### src/rtl/phased_tag_lookup.sv
// rtl/phased_tag_lookup.sv - phased cache read controller: tag compare, then single-way data read
// One lookup in flight: IDLE -> TAG -> (DATA on hit) -> RESP, with saturating hit/miss counters.
module phased_tag_lookup #(
   parameter int TAG_W  = 26,
   parameter int IDX_W  = 3,
   parameter int OFF_W  = 3,
   parameter int WAYS   = 4,
   parameter int DATA_W = 32,
   parameter int CNT_W  = 16
) (
   input  logic                      clk,
   input  logic                      reset,
   input  logic                      req_valid,
   output logic                      req_ready,
   input  logic [TAG_W+IDX_W+OFF_W-1:0] req_addr,
   output logic [IDX_W-1:0]          tag_rd_idx,
   input  logic [WAYS*TAG_W-1:0]     tag_rd_tags,
   input  logic [WAYS-1:0]           tag_rd_valid,
   output logic [WAYS-1:0]           data_rd_en,
   output logic [IDX_W-1:0]          data_rd_idx,
   output logic [OFF_W-1:0]          data_rd_off,
   input  logic [DATA_W-1:0]         data_rd_data,
   output logic                      resp_valid,
   input  logic                      resp_ready,
   output logic                      resp_hit,
   output logic [1:0]                resp_way,
   output logic [DATA_W-1:0]         resp_data,
   output logic                      resp_multihit,
   output logic [CNT_W-1:0]          hit_count,
   output logic [CNT_W-1:0]          miss_count
);

   localparam int ADDR_W = TAG_W + IDX_W + OFF_W;
   localparam int MC_W   = $clog2(WAYS + 1);

   typedef enum logic [1:0] {S_IDLE, S_TAG, S_DATA, S_RESP} state_t;

   state_t              state_q, state_d;
   logic [ADDR_W-1:0]   addr_q, addr_d;
   logic [IDX_W-1:0]    tag_idx_q, tag_idx_d;
   logic                resp_hit_q, resp_hit_d;
   logic [1:0]          resp_way_q, resp_way_d;
   logic [DATA_W-1:0]   resp_data_q, resp_data_d;
   logic                multihit_q, multihit_d;
   logic [CNT_W-1:0]    hit_cnt_q, hit_cnt_d;
   logic [CNT_W-1:0]    miss_cnt_q, miss_cnt_d;

   logic [TAG_W-1:0]    lat_tag;
   logic [WAYS-1:0]     match;
   logic [1:0]          first_way;
   logic [MC_W-1:0]     match_cnt;

   assign lat_tag = addr_q[ADDR_W-1 -: TAG_W];

   // Descending scan so the lowest matching way wins.
   always_comb begin
      match     = '0;
      first_way = '0;
      match_cnt = '0;
      for (int w = WAYS - 1; w >= 0; w--) begin
         match[w] = tag_rd_valid[w] & (tag_rd_tags[w*TAG_W +: TAG_W] == lat_tag);
         if (match[w]) begin
            first_way = w[1:0];
            match_cnt = match_cnt + MC_W'(1);
         end
      end
   end

   always_comb begin
      state_d     = state_q;
      addr_d      = addr_q;
      tag_idx_d   = tag_idx_q;
      resp_hit_d  = resp_hit_q;
      resp_way_d  = resp_way_q;
      resp_data_d = resp_data_q;
      multihit_d  = multihit_q;
      hit_cnt_d   = hit_cnt_q;
      miss_cnt_d  = miss_cnt_q;
      req_ready   = 1'b0;
      resp_valid  = 1'b0;
      data_rd_en  = '0;
      case (state_q)
         S_IDLE: begin
            req_ready = 1'b1;
            if (req_valid) begin
               addr_d    = req_addr;
               tag_idx_d = req_addr[OFF_W +: IDX_W];
               state_d   = S_TAG;
            end
         end
         S_TAG: begin
            if (|match) begin
               resp_way_d = first_way;
               multihit_d = (match_cnt > MC_W'(1));
               state_d    = S_DATA;
            end else begin
               resp_hit_d  = 1'b0;
               resp_way_d  = '0;
               resp_data_d = '0;
               multihit_d  = 1'b0;
               if (miss_cnt_q != {CNT_W{1'b1}}) miss_cnt_d = miss_cnt_q + CNT_W'(1);
               state_d = S_RESP;
            end
         end
         S_DATA: begin
            data_rd_en[resp_way_q] = 1'b1;
            resp_data_d = data_rd_data;
            resp_hit_d  = 1'b1;
            if (hit_cnt_q != {CNT_W{1'b1}}) hit_cnt_d = hit_cnt_q + CNT_W'(1);
            state_d = S_RESP;
         end
         S_RESP: begin
            resp_valid = 1'b1;
            if (resp_ready) begin
               multihit_d = 1'b0;
               state_d    = S_IDLE;
            end
         end
         default: state_d = S_IDLE;
      endcase
   end

   always_ff @(posedge clk) begin
      if (reset) begin
         state_q     <= S_IDLE;
         addr_q      <= '0;
         tag_idx_q   <= '0;
         resp_hit_q  <= 1'b0;
         resp_way_q  <= '0;
         resp_data_q <= '0;
         multihit_q  <= 1'b0;
         hit_cnt_q   <= '0;
         miss_cnt_q  <= '0;
      end else begin
         state_q     <= state_d;
         addr_q      <= addr_d;
         tag_idx_q   <= tag_idx_d;
         resp_hit_q  <= resp_hit_d;
         resp_way_q  <= resp_way_d;
         resp_data_q <= resp_data_d;
         multihit_q  <= multihit_d;
         hit_cnt_q   <= hit_cnt_d;
         miss_cnt_q  <= miss_cnt_d;
      end
   end

   assign tag_rd_idx    = tag_idx_q;
   assign data_rd_idx   = addr_q[OFF_W +: IDX_W];
   assign data_rd_off   = addr_q[OFF_W-1:0];
   assign resp_hit      = resp_hit_q;
   assign resp_way      = resp_way_q;
   assign resp_data     = resp_data_q;
   assign resp_multihit = multihit_q;
   assign hit_count     = hit_cnt_q;
   assign miss_count    = miss_cnt_q;

endmodule

### config.mk
export PLATFORM = sky130hd
export DESIGN_NAME = phased_tag_lookup
export DESIGN_NICKNAME = d
export VERILOG_FILES = /design/src/rtl/phased_tag_lookup.sv
export SDC_FILE = /design/constraint.sdc
export NUM_CORES = 1
export LEC_CHECK = 0
export ABC_CLOCK_PERIOD_IN_PS = 8550
export BUFFER_PORTS_ARGS = -buffer_cell sky130_fd_sc_hd__buf_2
export CORE_MARGIN = 5
export CORE_UTILIZATION = 52
export DETAILED_ROUTE_END_ITERATION = 8
export HOLD_SLACK_MARGIN = 0.05
export PLACE_DENSITY = 0.86
export SLEW_MARGIN = 20
export SYNTH_ARGS = -nofsm -noshare
export SYNTH_HDL_FRONTEND = slang
export SYNTH_SLANG_ARGS = --single-unit
### constraint.sdc
create_clock -name clk -period 8.55 [get_ports clk]
set_input_delay 0.855 -clock clk [delete_from_list [all_inputs] [get_ports clk]]
set_output_delay 0.855 -clock clk [all_outputs]
set_load 0.05 [all_outputs]
==> parameters.txt <==
Parameter                              Value

Setup path
  Crit path arrival time    3.46 ns
  Required time at the endpoint of the critical path    8.74 ns
  Worst Path Class, Setup    in2reg
  Worst setup EP type    register
  Type of origin of the critical path    input pin
  Startpoint of the most critical register-to-register path    addr_q[30]$_SDFFE_PP0P_
  Largest fanout on the critical path    4
  Depth of the most critical reg-to-reg path    10
  Capture point of the worst reg-to-reg path    resp_multihit$_SDFFE_PP0P_
  Flop2flop setup slack    5.40 ns

Route
  Detailed router's first-iteration violation count    499
  Via density    5.58
  Vias after detailed routing    6,121
  Residual DRC count    0
  Routed length per placed instance    17.6 um
  Wire length reported by the detailed router    19,300 um
  Number of nets with antenna violations after routing    0
  Detailed Routing Iterations Pass 1    5

Clock network
  Number of sinks on the clock net    102
  Number of setup buffers added after CTS    0
  CTS Buffer Depth    2
  H-tree depth reported by CTS    3
  Clk slew on worst S/H paths    0.07 ns
  Root buffer cell    sky130_fd_sc_hd__clkbuf_16
  Number of hold buffers added after CTS    0
  Post-CTS sizing    0
  Clock tree from TritonCTS    done
  Source-to-sink clock delay at the later pin of the worst-skew pair    0.34 ns
  CTS Buf Count    9

Synthesis
  Ys async rst share    0
  Summed instance area of the synthesized netlist    0.00604 mm2
  Sequential area share after synthesis    0.338
  Yosys warning total    0
  EDFF count, synth    0
  Ys flop type    sky130_fd_sc_hd__dfxtp_1
  Post-Synthesis Cells    748
  Number of distinct library cell variants in the gate-level netlist after synthesis    53
  FF+latch count, synth    102
  Per-instance average area after synthesis    8.07 um2
  Number of nets in the synthesized netlist    933

Timing
  Final sum of negative setup slack    0 ns
  Transition time at the pin with the least slew margin    1.09 ns
  Tightest hold margin    0.454 ns
  Headroom to the max-slew limit    0.261
  Unrepaired setup endpoints after global routing    no
  Setup violators final    0
  Final-report hold violation count    0
  Largest clock skew in the final design    0.00812 ns
  Setup slack of the critical path after layout    5.28 ns
  Clock period minus worst slack    3.27 ns
  Final Cycle Share    0.383
  Achievable clock frequency    0.306 GHz
  Final number of max-transition violations    0

Global routing
  Number of antenna violations at the first check in global routing    2
  Remaining Overflow, GRT    0
  GR met2 Demand/Resource    0.450
  Global-route wire length before repair    29,800 um
  Via count of the first global-routing pass    5,865
  Met1 demand-to-capacity share in global routing    0.299
  GR peak layer    met2
  Global-route total usage across every layer    0.263
  Largest net degree at the start of global routing    72
  Global routing met3 resource utilization    0.0812

Cells and area
  Most common cell after layout, fill and taps aside    sky130_fd_sc_hd__buf_2
  Top library cells by usage in the layout, fill and taps aside    258 x sky130_fd_sc_hd__buf_2, 102 x sky130_fd_sc_hd__dfxtp_1, 84 x sky130_fd_sc_hd__nand2_1
  Layout cells sized above 1    0.318
  Multi-input gate area in the final layout    0.00355 mm2
  FF/Latch Area    0.00204 mm2
  Growth of design area from synthesis to finish    23.1%
  Filler Cells Inserted    1,041
  Post-route cell area    0.00743 mm2
  Number of nets in the finished design    1,132

Worst hold path
  Worst hold path depth    2
  Worst min-delay path startpoint    addr_q[1]$_SDFFE_PP0P_
  Worst min-delay path endpoint    addr_q[1]$_SDFFE_PP0P_
  Class of the tightest hold or removal check    reg2reg

Floorplanning
  Starting density of the core    0.529
  Area of the die    0.0139 mm2
  Number of placement rows    39
  Width of the die    118 um
  Height of the chip    118 um
  Top-level I/O count    259
  CORE AREA    0.0114 mm2

Placement
  Detailed placer's ending HPWL    15,000 um
  Count of buffers inserted at the top-level ports    258
  Place WS    4.95 ns
  Post-place instance area    0.00713 mm2
  Routability cong.    1.05

Power and ir drop
  Leakage power    3.32 nW
  Power density cells    228 mW/mm2
  Total power    1.69 mW
  Maximum VDD drop    0.142 mV

Outcome
  Run status    finished clean

Run
  # Max-Cap Violations    0
==> power breakdown <==
group / switching [mW] / internal (mW) / leakage, nW
combinational: 0.465 / 0.214 / 2.35
clock: 0.184 / 0.216 / 0.143
sequential: 0.0835 / 0.529 / 0.827
==> registers in the layout, indices dropped and copies added (netlist names) <==
register       flops
resp_hit           1
resp_way           2
addr_q            32
state_q            2
miss_count        16
resp_multihit      1
resp_data         32
hit_count         16
==> cells in the mapped netlist, types with 4 or more instances <==
master,number,area share
sky130_fd_sc_hd__nor4_1,23,0.024
sky130_fd_sc_hd__mux2i_1,5,0.0083
sky130_fd_sc_hd__o31ai_1,4,0.0050
sky130_fd_sc_hd__buf_6,5,0.0093
sky130_fd_sc_hd__nand4_1,40,0.041
sky130_fd_sc_hd__buf_2,25,0.021
sky130_fd_sc_hd__buf_1,4,0.0025
sky130_fd_sc_hd__nand3_1,39,0.032
sky130_fd_sc_hd__a31o_2,12,0.017
sky130_fd_sc_hd__ha_1,9,0.019
sky130_fd_sc_hd__clkbuf_1,25,0.016
sky130_fd_sc_hd__inv_1,14,0.0087
sky130_fd_sc_hd__a31o_1,20,0.029
sky130_fd_sc_hd__xnor2_1,59,0.086
sky130_fd_sc_hd__nand2_1,85,0.053
sky130_fd_sc_hd__dfxtp_1,102,0.34
sky130_fd_sc_hd__o21ai_0,5,0.0041
sky130_fd_sc_hd__nor3_1,10,0.0083
sky130_fd_sc_hd__or3_1,4,0.0041
sky130_fd_sc_hd__or4_1,8,0.010
sky130_fd_sc_hd__and3_1,6,0.0062
sky130_fd_sc_hd__buf_4,14,0.017
sky130_fd_sc_hd__xor2_1,63,0.091
sky130_fd_sc_hd__a21oi_1,45,0.037
sky130_fd_sc_hd__or2_2,5,0.0052
sky130_fd_sc_hd__nor2_1,77,0.048
==> cell families after synthesis <==
family,Yosys count,share of synthesized area
simple gates,321,0.266
xor+xnor,122,0.177
flops,102,0.338
compound gates,98,0.109
buf+inv,88,0.0748
fa+ha+maj,9,0.0187
mux,8,0.0158
==> worst max path at each step <==
stage | cells after the start | slack [ns] | from | to
final | 11 | 5.28 | tag_rd_tags[80] | resp_multihit$_SDFFE_PP0P_
after global routing | 11 | 5.12 | tag_rd_tags[101] | resp_multihit$_SDFFE_PP0P_
after CTS | 11 | 5.29 | tag_rd_tags[80] | resp_multihit$_SDFFE_PP0P_
after detailed placement | 11 | 4.95 | tag_rd_tags[80] | resp_multihit$_SDFFE_PP0P_
after global placement | 11 | 4.99 | tag_rd_tags[80] | resp_multihit$_SDFFE_PP0P_
after floorplan | 10 | 5.26 | tag_rd_tags[101] | resp_multihit$_SDFFE_PP0P_
==> through the flow <==
| stage | cells | util |
|---|---|---|
| 2_1_floorplan | 748 | - |
| 3_3_place_gp | 1079 | 0.625 |
| 3_5_place_dp | 1079 | 0.625 |
| 4_1_cts | 1095 | 0.650 |
| 5_1_grt | 1096 | 0.651 |
| 6_report | 1096 | 0.651 |
==> critical path, stage by stage <==
cell and delay, ns:
sky130_fd_sc_hd__buf_2 0.11, sky130_fd_sc_hd__xor2_1 0.17, sky130_fd_sc_hd__nor4_1 0.30, sky130_fd_sc_hd__nand4_1 0.11
sky130_fd_sc_hd__or4_1 0.61, sky130_fd_sc_hd__ha_1 0.35, sky130_fd_sc_hd__xor2_1 0.18, sky130_fd_sc_hd__ha_1 0.26
sky130_fd_sc_hd__or2_2 0.29, sky130_fd_sc_hd__o221ai_1 0.15, sky130_fd_sc_hd__a21oi_1 0.09
==> cell type report <==
type                            count  share of cell area
Clock inverter                      5             0.00522
Inverter                           15             0.00758
Sequential cell                   102               0.275
Antenna cell                        1            0.000337
Multi-Input combinational cell    558               0.477
Clock buffer                       11              0.0340
Timing Repair Buffer              261               0.177
Tap cell                          143              0.0241
==> layer usage <==
| layer | vias to the layer above | part of all wire |
|---|---|---|
| met1 | 2778 | 0.38 |
| met5 | - | 0.00067 |
| met3 | 58 | 0.094 |
| li1 | 2980 | - |
| met2 | 303 | 0.48 |
| met4 | 2 | 0.049 |
Power figures use the tool's default switching activity.
